$ cat src/rtl/exu_alu_dpath_arb_pkg.sv
// Shared constants and types for the EXU ALU datapath arbiter.
package exu_alu_dpath_arb_pkg;

  localparam int unsigned XLEN     = 32;
  localparam int unsigned N_REQ    = 4;
  localparam int unsigned ALU_OP_W = 12;
  localparam int unsigned ID_W     = 2;

  // One-hot ALU op bit positions
  localparam int unsigned OP_ADD    = 0;
  localparam int unsigned OP_SUB    = 1;
  localparam int unsigned OP_SLT    = 2;
  localparam int unsigned OP_SLTU   = 3;
  localparam int unsigned OP_XOR    = 4;
  localparam int unsigned OP_OR     = 5;
  localparam int unsigned OP_AND    = 6;
  localparam int unsigned OP_SLL    = 7;
  localparam int unsigned OP_SRL    = 8;
  localparam int unsigned OP_SRA    = 9;
  localparam int unsigned OP_CMP_EQ = 10;
  localparam int unsigned OP_CMP_LT = 11;

  // Requester ids
  localparam logic [ID_W-1:0] REQ_RGLR = 2'd0;
  localparam logic [ID_W-1:0] REQ_BJP  = 2'd1;
  localparam logic [ID_W-1:0] REQ_AGU  = 2'd2;
  localparam logic [ID_W-1:0] REQ_MDV  = 2'd3;

  typedef enum logic [0:0] {
    StUnlocked,
    StLocked
  } lock_state_e;

endpackage

$ cat src/rtl/exu_alu_dpath_arb_rr_arb_n.sv
// Rotating-priority picker: first valid index at or after the pointer, with wrap.
module exu_alu_dpath_arb_rr_arb_n #(
  parameter int unsigned N_REQ = 4,
  parameter int unsigned ID_W  = 2
) (
  input  logic [N_REQ-1:0] i_valid,
  input  logic [ID_W-1:0]  i_ptr,
  output logic [N_REQ-1:0] o_gnt,
  output logic [ID_W-1:0]  o_gnt_id,
  output logic             o_gnt_valid
);

  // Scan ptr, ptr+1, ... and take the first valid requester
  always_comb begin
    logic            w_found;
    logic [ID_W-1:0] w_idx;
    w_found     = 1'b0;
    w_idx       = '0;
    o_gnt       = '0;
    o_gnt_id    = '0;
    o_gnt_valid = 1'b0;
    for (int unsigned k = 0; k < N_REQ; k++) begin
      w_idx = ID_W'((32'(i_ptr) + k) % N_REQ);
      if (!w_found && i_valid[w_idx]) begin
        w_found      = 1'b1;
        o_gnt[w_idx] = 1'b1;
        o_gnt_id     = w_idx;
        o_gnt_valid  = 1'b1;
      end
    end
  end

endmodule

$ cat src/rtl/exu_alu_dpath_arb.sv
// Shares the EXU ALU datapath between requesters: round-robin grant with optional
// multi-beat lock, and a one-entry response register tagged with the owner id.
module exu_alu_dpath_arb #(
  parameter int unsigned XLEN  = exu_alu_dpath_arb_pkg::XLEN,
  parameter int unsigned N_REQ = exu_alu_dpath_arb_pkg::N_REQ,
  parameter int unsigned OP_W  = exu_alu_dpath_arb_pkg::ALU_OP_W,
  parameter int unsigned ID_W  = exu_alu_dpath_arb_pkg::ID_W
) (
  input  logic                  i_clk,
  input  logic                  i_rst,
  input  logic                  i_flush,
  input  logic [N_REQ-1:0]      i_req_valid,
  output logic [N_REQ-1:0]      o_req_ready,
  input  logic [N_REQ*XLEN-1:0] i_req_op1,
  input  logic [N_REQ*XLEN-1:0] i_req_op2,
  input  logic [N_REQ*OP_W-1:0] i_req_op,
  input  logic [N_REQ-1:0]      i_req_lock,
  output logic [XLEN-1:0]       o_dp_op1,
  output logic [XLEN-1:0]       o_dp_op2,
  output logic [OP_W-1:0]       o_dp_op,
  input  logic [XLEN-1:0]       i_dp_res,
  output logic                  o_rsp_valid,
  output logic [ID_W-1:0]       o_rsp_id,
  output logic [XLEN-1:0]       o_rsp_res,
  input  logic                  i_rsp_ready,
  output logic                  o_locked
);

  import exu_alu_dpath_arb_pkg::*;

  lock_state_e     r_state, w_state_nxt;
  logic [ID_W-1:0] r_lock_id, w_lock_id_nxt;
  logic [ID_W-1:0] r_rr_ptr, w_rr_ptr_nxt;
  logic            r_rsp_valid;
  logic [ID_W-1:0] r_rsp_id;
  logic [XLEN-1:0] r_rsp_res;

  logic [N_REQ-1:0] w_elig;
  logic [N_REQ-1:0] w_gnt;
  logic [ID_W-1:0]  w_gnt_id;
  logic             w_gnt_valid;
  logic             w_gnt_lock;
  logic             w_slot_free;
  logic             w_accept;

  // While locked only the lock owner may be granted
  always_comb begin
    w_elig = i_req_valid;
    if (r_state == StLocked) begin
      w_elig = i_req_valid & ({{(N_REQ-1){1'b0}}, 1'b1} << r_lock_id);
    end
  end

  exu_alu_dpath_arb_rr_arb_n #(
    .N_REQ (N_REQ),
    .ID_W  (ID_W)
  ) u_rr_arb (
    .i_valid     (w_elig),
    .i_ptr       (r_rr_ptr),
    .o_gnt       (w_gnt),
    .o_gnt_id    (w_gnt_id),
    .o_gnt_valid (w_gnt_valid)
  );

  assign w_slot_free = !r_rsp_valid || i_rsp_ready;
  // Flush and reset both suppress the accept
  assign w_accept    = w_gnt_valid && w_slot_free && !i_flush && !i_rst;
  assign w_gnt_lock  = |(i_req_lock & w_gnt);
  assign o_req_ready = w_gnt & {N_REQ{w_accept}};

  // Operand mux from the granted requester; all zero with no grant
  always_comb begin
    o_dp_op1 = '0;
    o_dp_op2 = '0;
    o_dp_op  = '0;
    for (int i = 0; i < N_REQ; i++) begin
      if (w_gnt[i]) begin
        o_dp_op1 = i_req_op1[i*XLEN +: XLEN];
        o_dp_op2 = i_req_op2[i*XLEN +: XLEN];
        o_dp_op  = i_req_op[i*OP_W +: OP_W];
      end
    end
  end

  // Lock FSM next state; the rr pointer only advances on a beat that leaves us unlocked
  always_comb begin
    w_state_nxt   = r_state;
    w_lock_id_nxt = r_lock_id;
    w_rr_ptr_nxt  = r_rr_ptr;
    if (i_flush) begin
      w_state_nxt = StUnlocked;
    end else if (w_accept) begin
      unique case (r_state)
        StUnlocked, StLocked: begin
          if (w_gnt_lock) begin
            w_state_nxt   = StLocked;
            w_lock_id_nxt = w_gnt_id;
          end else begin
            w_state_nxt  = StUnlocked;
            w_rr_ptr_nxt = (w_gnt_id == ID_W'(N_REQ - 1)) ? '0 : w_gnt_id + 1'b1;
          end
        end
        default: w_state_nxt = StUnlocked;
      endcase
    end
  end

  // Lock FSM and arbitration state registers
  always_ff @(posedge i_clk or posedge i_rst) begin
    if (i_rst) begin
      r_state   <= StUnlocked;
      r_lock_id <= '0;
      r_rr_ptr  <= '0;
    end else begin
      r_state   <= w_state_nxt;
      r_lock_id <= w_lock_id_nxt;
      r_rr_ptr  <= w_rr_ptr_nxt;
    end
  end

  // One-entry response slot; flush drops it even if being consumed or refilled
  always_ff @(posedge i_clk or posedge i_rst) begin
    if (i_rst) begin
      r_rsp_valid <= 1'b0;
      r_rsp_id    <= '0;
      r_rsp_res   <= '0;
    end else if (i_flush) begin
      r_rsp_valid <= 1'b0;
    end else if (w_accept) begin
      r_rsp_valid <= 1'b1;
      r_rsp_id    <= w_gnt_id;
      r_rsp_res   <= i_dp_res;
    end else if (i_rsp_ready) begin
      r_rsp_valid <= 1'b0;
    end
  end

  assign o_rsp_valid = r_rsp_valid;
  assign o_rsp_id    = r_rsp_id;
  assign o_rsp_res   = r_rsp_res;
  assign o_locked    = (r_state == StLocked);

endmodule
$ cat config.mk
export PLATFORM = sky130hd
export DESIGN_NAME = exu_alu_dpath_arb
export DESIGN_NICKNAME = d
export VERILOG_FILES = /design/src/rtl/exu_alu_dpath_arb_pkg.sv /design/src/rtl/exu_alu_dpath_arb_rr_arb_n.sv /design/src/rtl/exu_alu_dpath_arb.sv
export SDC_FILE = /design/constraint.sdc
export NUM_CORES = 1
export LEC_CHECK = 0
export CORE_AREA = 2 2 183 185
export CTS_CLUSTER_SIZE = 8
export DETAILED_ROUTE_END_ITERATION = 7
export DIE_AREA = 0 0 185 187
export PLACE_DENSITY_LB_ADDON = 0.08
export SYNTH_ARGS = -nofsm -noshare
export SYNTH_HDL_FRONTEND = slang
export SYNTH_SLANG_ARGS = --single-unit
$ cat constraint.sdc
create_clock -name i_clk -period 3.4 [get_ports i_clk]
set_input_delay 0.68 -clock i_clk [delete_from_list [all_inputs] [get_ports i_clk]]
set_output_delay 0.68 -clock i_clk [all_outputs]
set_load 0.01 [all_outputs]
==> results.cfg, run 1 <==
[grt]
grt_max_degree = 36
grt_usage_pct = 19.1
grt_pass1_wl_um = 49800
grt.overflow.total = 0
grt_pass1_vias = 7320
antenna_found_initial = 11

[finish]
layout.nets = 1539
fin_area_mm2 = 0.0131
final_common_cell = clkdlybuf4s50_1
post-route-util_pct = 39.9
final_cell_mix = clkdlybuf4s50_1, nand2_1, buf_4
drive_gt1_share_pct = 39.0
finalNonFillerCells = 1638
area_growth_pct = 190
fillers = 3370

[routing]
drt.antenna.violating_nets = 0
wl_per_cell_um = 22.3
finalWirelength_um = 36600
first_pass_iters = 4
vias = 7119
via_per_inst = 4.35
drc = 0
drt_iter0_drc = 189

[yosys]
synth_top_flop_cell = dfrtp_1
yosysTopAreaCell = dfrtp_1
netlist.area_leader.share_pct = 22.1
ys_seq_area_share_pct = 22.1
synth_area_leaders = dfrtp_1, nand2_1, a221oi_2
syn-cell-area_mm2 = 0.00452
yosysWarnings = 0
synth_area_per_cell_um2 = 7.67
synth_edf_count = 0
yosysUniqueCellTypes = 53
synth_seq_cells = 40
syn_nets = 945
ys_async_sr_fraction_pct = 100
synth_cells = 590

[clock_tree]
htree_levels = 2
cts_num_sinks = 40
insertion_delay_ns = 0.29
hold_buffers = 0
root_buffer = clkbuf_16
clk_path_buf_depth = 2
cts.clk_slew.worst_paths_ns = 0.06
cts_tree = yes
cts_made_buffers = 5

[timing]
max_slew_margin_pct = 68.1
setup_slack_ns = -0.637
max_freq_ghz = 0.248
final.min_clock_period_ns = 4.04
rsz0062_at_grt = yes
period_share_pct = 119
setup_tns_ns = -44.48
worst_hold_slack_ns = 0.473
final_hold_viol_count = 0
finalSetupViolCount = 79
finClkSkew_ns = 0.00482
worstMarginPinSlew_ns = 0.478
report.final.slew_viol_count = 0

[worst_hold_path]
min_path_cells = 2
hp-class = flip-flop to flip-flop

[pwr]
leakage_nw = 5.31
p_per_area_mw_per_mm2 = 1520
peakVddDrop_v = 0.000474

[outcome]
status = complete, but fails checks
violations = negative setup slack

[worst_setup_path]
cp.depth = 13
path_delay_family = compound AO/OA/AOI/OAI gates
worst_r2r_path_depth = 13
criticalPathCategory = flip-flop to output pin
endpoint_kind = output pin
crit_path_max_fanout = 5
slowest_stage = dfrtp_2
slowest_delay_ns = 0.43
arrival_ns = 3.36
path_cells = buf_12 -> mux2_4 -> a211oi_4 -> or3b_4 -> a21oi_4 -> a221o_4 -> nor2_4 -> buf_12 -> buf_12 -> buf_6 -> a221oi_4 -> o31ai_2 -> buf_2
startpoint_type = flip-flop
cp_num_buf_inv = 5
crit_required_ns = 2.72
crit_top_cell = buf_12

[placement]
gp_congestion = 0.829
dp.cells = 1534
post-dp-hpwl_um = 26700
port_buffers = 463
placed_area_mm2 = 0.0108

[floorplanning]
die-height_um = 187
core-area_mm2 = 0.0329
rows = 67
dieArea_mm2 = 0.0346
die_x_um = 185
start_util_pct = 13.8
io_pins = 464

[run]
drv_cap = 0
[worst min-delay path: stages (launching register included)]
cell     delay (ns)
dfrtp_1        0.34
nand2_1        0.05
nand2_1        0.05
[routing by layer]
metal,vias to the layer above,global-route usage [%],routed length [um]
met5,-,0,86
met2,244,34.8,18600
met4,14,3.94,671
li1,3409,-,-
met3,44,6.13,3030
met1,3408,21.6,14100
[layout make-up]
type                    instances  area, um2  share of cell area (%)
repair buffers                645       6690                    51.0
clock buffers                   6        139                    1.06
well taps                     448        561                    4.28
multi-input cells             481       4620                    35.3
clock inverters                 2       38.8                   0.296
flip-flops and latches         40       1000                    7.65
diodes                          5       12.5                  0.0954
inverters                      11       41.3                   0.315
[power breakdown]
group          internal, mW  total, mW  switching [mW]
Sequential            0.645      0.757           0.113
Clock                 0.368      0.569           0.201
Combinational          9.84       18.6            8.78
[flip-flops by register name (all words and copies together) (netlist names), named ones only]
register and count:
o_rsp_id 2, r_lock_id 2, o_rsp_res 32, r_rr_ptr 1, o_rsp_valid 1, o_locked 1
[Yosys cell counts (4+ instances only)]
cell      count
nor2_1       79
a221oi_1     36
clkbuf_1     29
buf_2        10
mux2i_1       5
buf_6         9
o221ai_1      4
a221oi_2     42
nand2_1     174
o31ai_1      81
dfrtp_1      40
mux2_2        5
ha_1          7
buf_4         7
a21oi_1       4
inv_1        10
[timing repair]
action | in CTS | in global routing
gates cloned | 6 | 17
pin swaps | 40 | 58
setup endpoints to repair | 85 | 85
gates resized for setup | 460 | 97
setup buffers | 54 | 20
hold endpoints to repair | 0 | 0
[stage by stage]
step	setup WS [ns]	total power, mW
after floorplan	-0.0831	7.83
after global placement	-1.32	14.7
after detailed placement	-1.37	14.7
after CTS	-0.714	17.3
after global routing	-0.738	21.0
final	-0.637	19.9
[logic make-up (layout without fill, tap and decap cells)]
logic type | count (synthesis) | count (layout) | share of synthesized area [%]
buf+inv | 69 | 664 | 8.08
simple gates | 275 | 275 | 24.8
mux | 11 | 11 | 2.68
flops | 40 | 40 | 22.1
xor+xnor | 1 | 1 | 0.194
fa+ha+maj | 7 | 7 | 1.94
other cells | 0 | 5 | 0
compound gates | 187 | 187 | 40.2
[final timing paths]
check | from | slack (ns) | endpoint
max reg2reg | flip-flop | 0.09 | flip-flop
min reg2reg | o_rsp_res[5]$_DFFE_PP0P_ | 0.47 | o_rsp_res[5]$_DFFE_PP0P_
max in group asynchronous | i_rst | 2.02 | async pin
min in group asynchronous | i_rst | 0.63 | o_rsp_res[31]$_DFFE_PP0P_
min | o_rsp_res[5]$_DFFE_PP0P_ | 0.47 | o_rsp_res[5]$_DFFE_PP0P_
max | flip-flop | -0.64 | o_dp_op2[2]
Note: power is estimated with default switching activity, not from simulation.
==> inputs of run 2 (changes only) <==
--- a/config.mk
+++ b/config.mk
@@ -10,6 +10,7 @@
 export DETAILED_ROUTE_END_ITERATION = 7
 export DIE_AREA = 0 0 185 187
 export PLACE_DENSITY_LB_ADDON = 0.08
+export SLEW_MARGIN = 10
 export SYNTH_ARGS = -nofsm -noshare
 export SYNTH_HDL_FRONTEND = slang
 export SYNTH_SLANG_ARGS = --single-unit
==> constraint.sdc (replaced) <==
create_clock -name i_clk -period 3.7 [get_ports i_clk]
set_input_delay 0.74 -clock i_clk [delete_from_list [all_inputs] [get_ports i_clk]]
set_output_delay 0.74 -clock i_clk [all_outputs]
set_load 0.01 [all_outputs]
==> run 2 against run 1 <==
The run still ends with negative setup slack left. Setup slack improved by 0.22 ns. Sequential cell count unchanged. Non-clock buffer count decreased by 40. Core utilization decreased by 4.0 points. Via count decreased by 3.1%. Total power decreased by 24%. Cell count decreased by 2.1%. First-iteration DRC count increased by 13%. Combinational power decreased by 25%. Sequential power decreased by 8.6%. Critical path type unchanged. Largest cell class unchanged. Highest routed layer unchanged.
==> results.cfg, run 2 (synthesized netlist as in run 1, its figures left out) <==
[timing]
setup_slack_ns = -0.420
final.min_clock_period_ns = 4.12
rsz0062_at_grt = yes
finalSetupViolCount = 77
setup_tns_ns = -24.67
max_freq_ghz = 0.243
period_share_pct = 111
worstMarginPinSlew_ns = 0.422
report.final.slew_viol_count = 0
finClkSkew_ns = 0.00397
max_slew_margin_pct = 71.8
final_hold_viol_count = 0

[finish]
finalNonFillerCells = 1604
drive_gt1_share_pct = 33.9
largest_reg_flops = 32
final_cell_mix = clkdlybuf4s50_1, nand2_1, buf_4
layout.nets = 1500
final_common_cell = clkdlybuf4s50_1
area_growth_pct = 161

[grt]
grt_pass1_wl_um = 47100
antenna_found_initial = 13
grt.overflow.total = 0
grt_pass1_vias = 7017
grt_max_degree = 33
grt_usage_pct = 18.1

[worst_setup_path]
regToRegSetupSlack_ns = 0.20
arrival_ns = 3.38
criticalPathCategory = flip-flop to output pin
path_cells = buf_6 -> mux2_4 -> a211oi_4 -> or3b_4 -> a21oi_4 -> a221o_4 -> nor2_4 -> buf_12 -> buf_12 -> buf_16 -> a221oi_2 -> o31ai_2 -> buf_4
slowest_delay_ns = 0.43
crit_top_cell = buf_12
crit_required_ns = 2.96
startpoint_type = flip-flop
endpoint_kind = output pin
reg2reg_to = r_lock_id[1]$_DFFE_PP0P_
worst_r2r_path_depth = 13
crit_path_max_fanout = 8
slowest_stage = or3b_4

[pwr]
p_per_area_mw_per_mm2 = 1280
leakage_nw = 4.78
peakVddDrop_v = 0.000392

[placement]
post-dp-hpwl_um = 25900
gp_congestion = 0.847
dp.cells = 1533
port_buffers = 463
post-place-ws_ns = -1.29

[floorplanning]
core-area_mm2 = 0.0329
io_pins = 464
die_x_um = 185
rows = 67
start_util_pct = 13.8
dieArea_mm2 = 0.0346
die-height_um = 187

[clock_tree]
clk_path_buf_depth = 2
cts.clk_slew.worst_paths_ns = 0.06
hold_buffers = 0
insertion_delay_ns = 0.29
cts_made_buffers = 5
cts_tree = yes
htree_levels = 2
root_buffer = clkbuf_16
cts_num_sinks = 40

[routing]
via_per_inst = 4.30
first_pass_iters = 4
finalWirelength_um = 34100
drc = 0
wl_per_cell_um = 21.3
drt_iter0_drc = 214
drt.antenna.violating_nets = 0
vias = 6898

[worst_hold_path]
min_path_cells = 2
hp-start = o_rsp_res[27]$_DFFE_PP0P_
holdPathEnd = o_rsp_res[27]$_DFFE_PP0P_
hp-class = flip-flop to flip-flop

[outcome]
status = complete, but fails checks
violations = negative setup slack

[run]
drv_cap = 0
run 2: changes by cell type in the layout (fill, tap and decap cells not counted), moves of 11 or more:
cell	change
a221oi_4	-33
o31ai_1	+27
o31ai_2	-26
a221oi_1	+20
nor2_1	-17
clkbuf_2	+16
buf_12	-15
a221oi_2	+13
buf_6	-13
buf_2	-12
nor2_2	+12
clkbuf_16	-11
run 2: worst max-delay path by stage:
| stage | from | endpoint | slack (ns) | depth (start not counted) |
|---|---|---|---|---|
| CTS | flip-flop | o_dp_op1[21] | -0.43 | 13 |
| detailed placement | i_req_valid[1] | o_dp_op[11] | -1.29 | 11 |
| finish | flip-flop | o_dp_op2[11] | -0.42 | 13 |
| floorplan | i_req_valid[1] | o_dp_op[10] | 0.03 | 11 |
| global route | flip-flop | o_dp_op2[11] | -0.53 | 15 |
| global placement | i_req_valid[1] | o_dp_op[11] | -1.28 | 11 |
run 2: per-stage QoR:
stage	total power, mW	area, um2	hold WS, ns	utilization (%)
2_1_floorplan	6.63	4720	0.514	-
3_3_place_gp	13.0	10600	0.458	32.2
3_5_place_dp	12.9	10600	0.462	32.2
4_1_cts	14.1	11200	0.485	34.2
5_1_grt	16.0	11800	0.492	35.8
6_report	15.1	11800	0.481	35.9
run 2: area by class of cell:
type	count	area, um2
fill	3476	21100
multi-input combinational	482	4050
inverter	11	41.3
clock buffer	6	129
timing repair buffer	605	5950
sequential	40	1000
clock inverter	2	35.0
tap	448	561
antenna	10	25.0
run 2: worst max-delay path: cells and delay by family, from the launching register on:
| kind | cells | cell delay (ns) |
|---|---|---|
| AOI/OAI and AO/OA | 5 | 1.14 |
| DFF | 1 | 0.42 |
| and+or+nand+nor | 2 | 0.49 |
| buffers and inverters | 5 | 0.74 |
| muxes | 1 | 0.30 |
run 2: routing by layer:
| layer | wire [um] | GRT usage [%] | vias up |
|---|---|---|---|
| li1 | - | - | 3333 |
| met1 | 13600 | 21.2 | 3258 |
| met2 | 16800 | 32.0 | 261 |
| met3 | 2800 | 5.33 | 40 |
| met4 | 886 | 4.91 | 6 |
| met5 | 36 | 0 | - |
run 2: power by group:
group	switching (mW)	leakage, nW	internal (mW)
Sequential	0.101	0.492	0.592
Clock	0.181	0.0809	0.318
Combinational	6.97	4.21	6.92
run 2: repair_timing:
item,CTS,global route
gates resized for setup,340,147
pin swaps,27,41
gates cloned,6,5
setup buffers,17,28
endpoints found under the setup margin,81,80
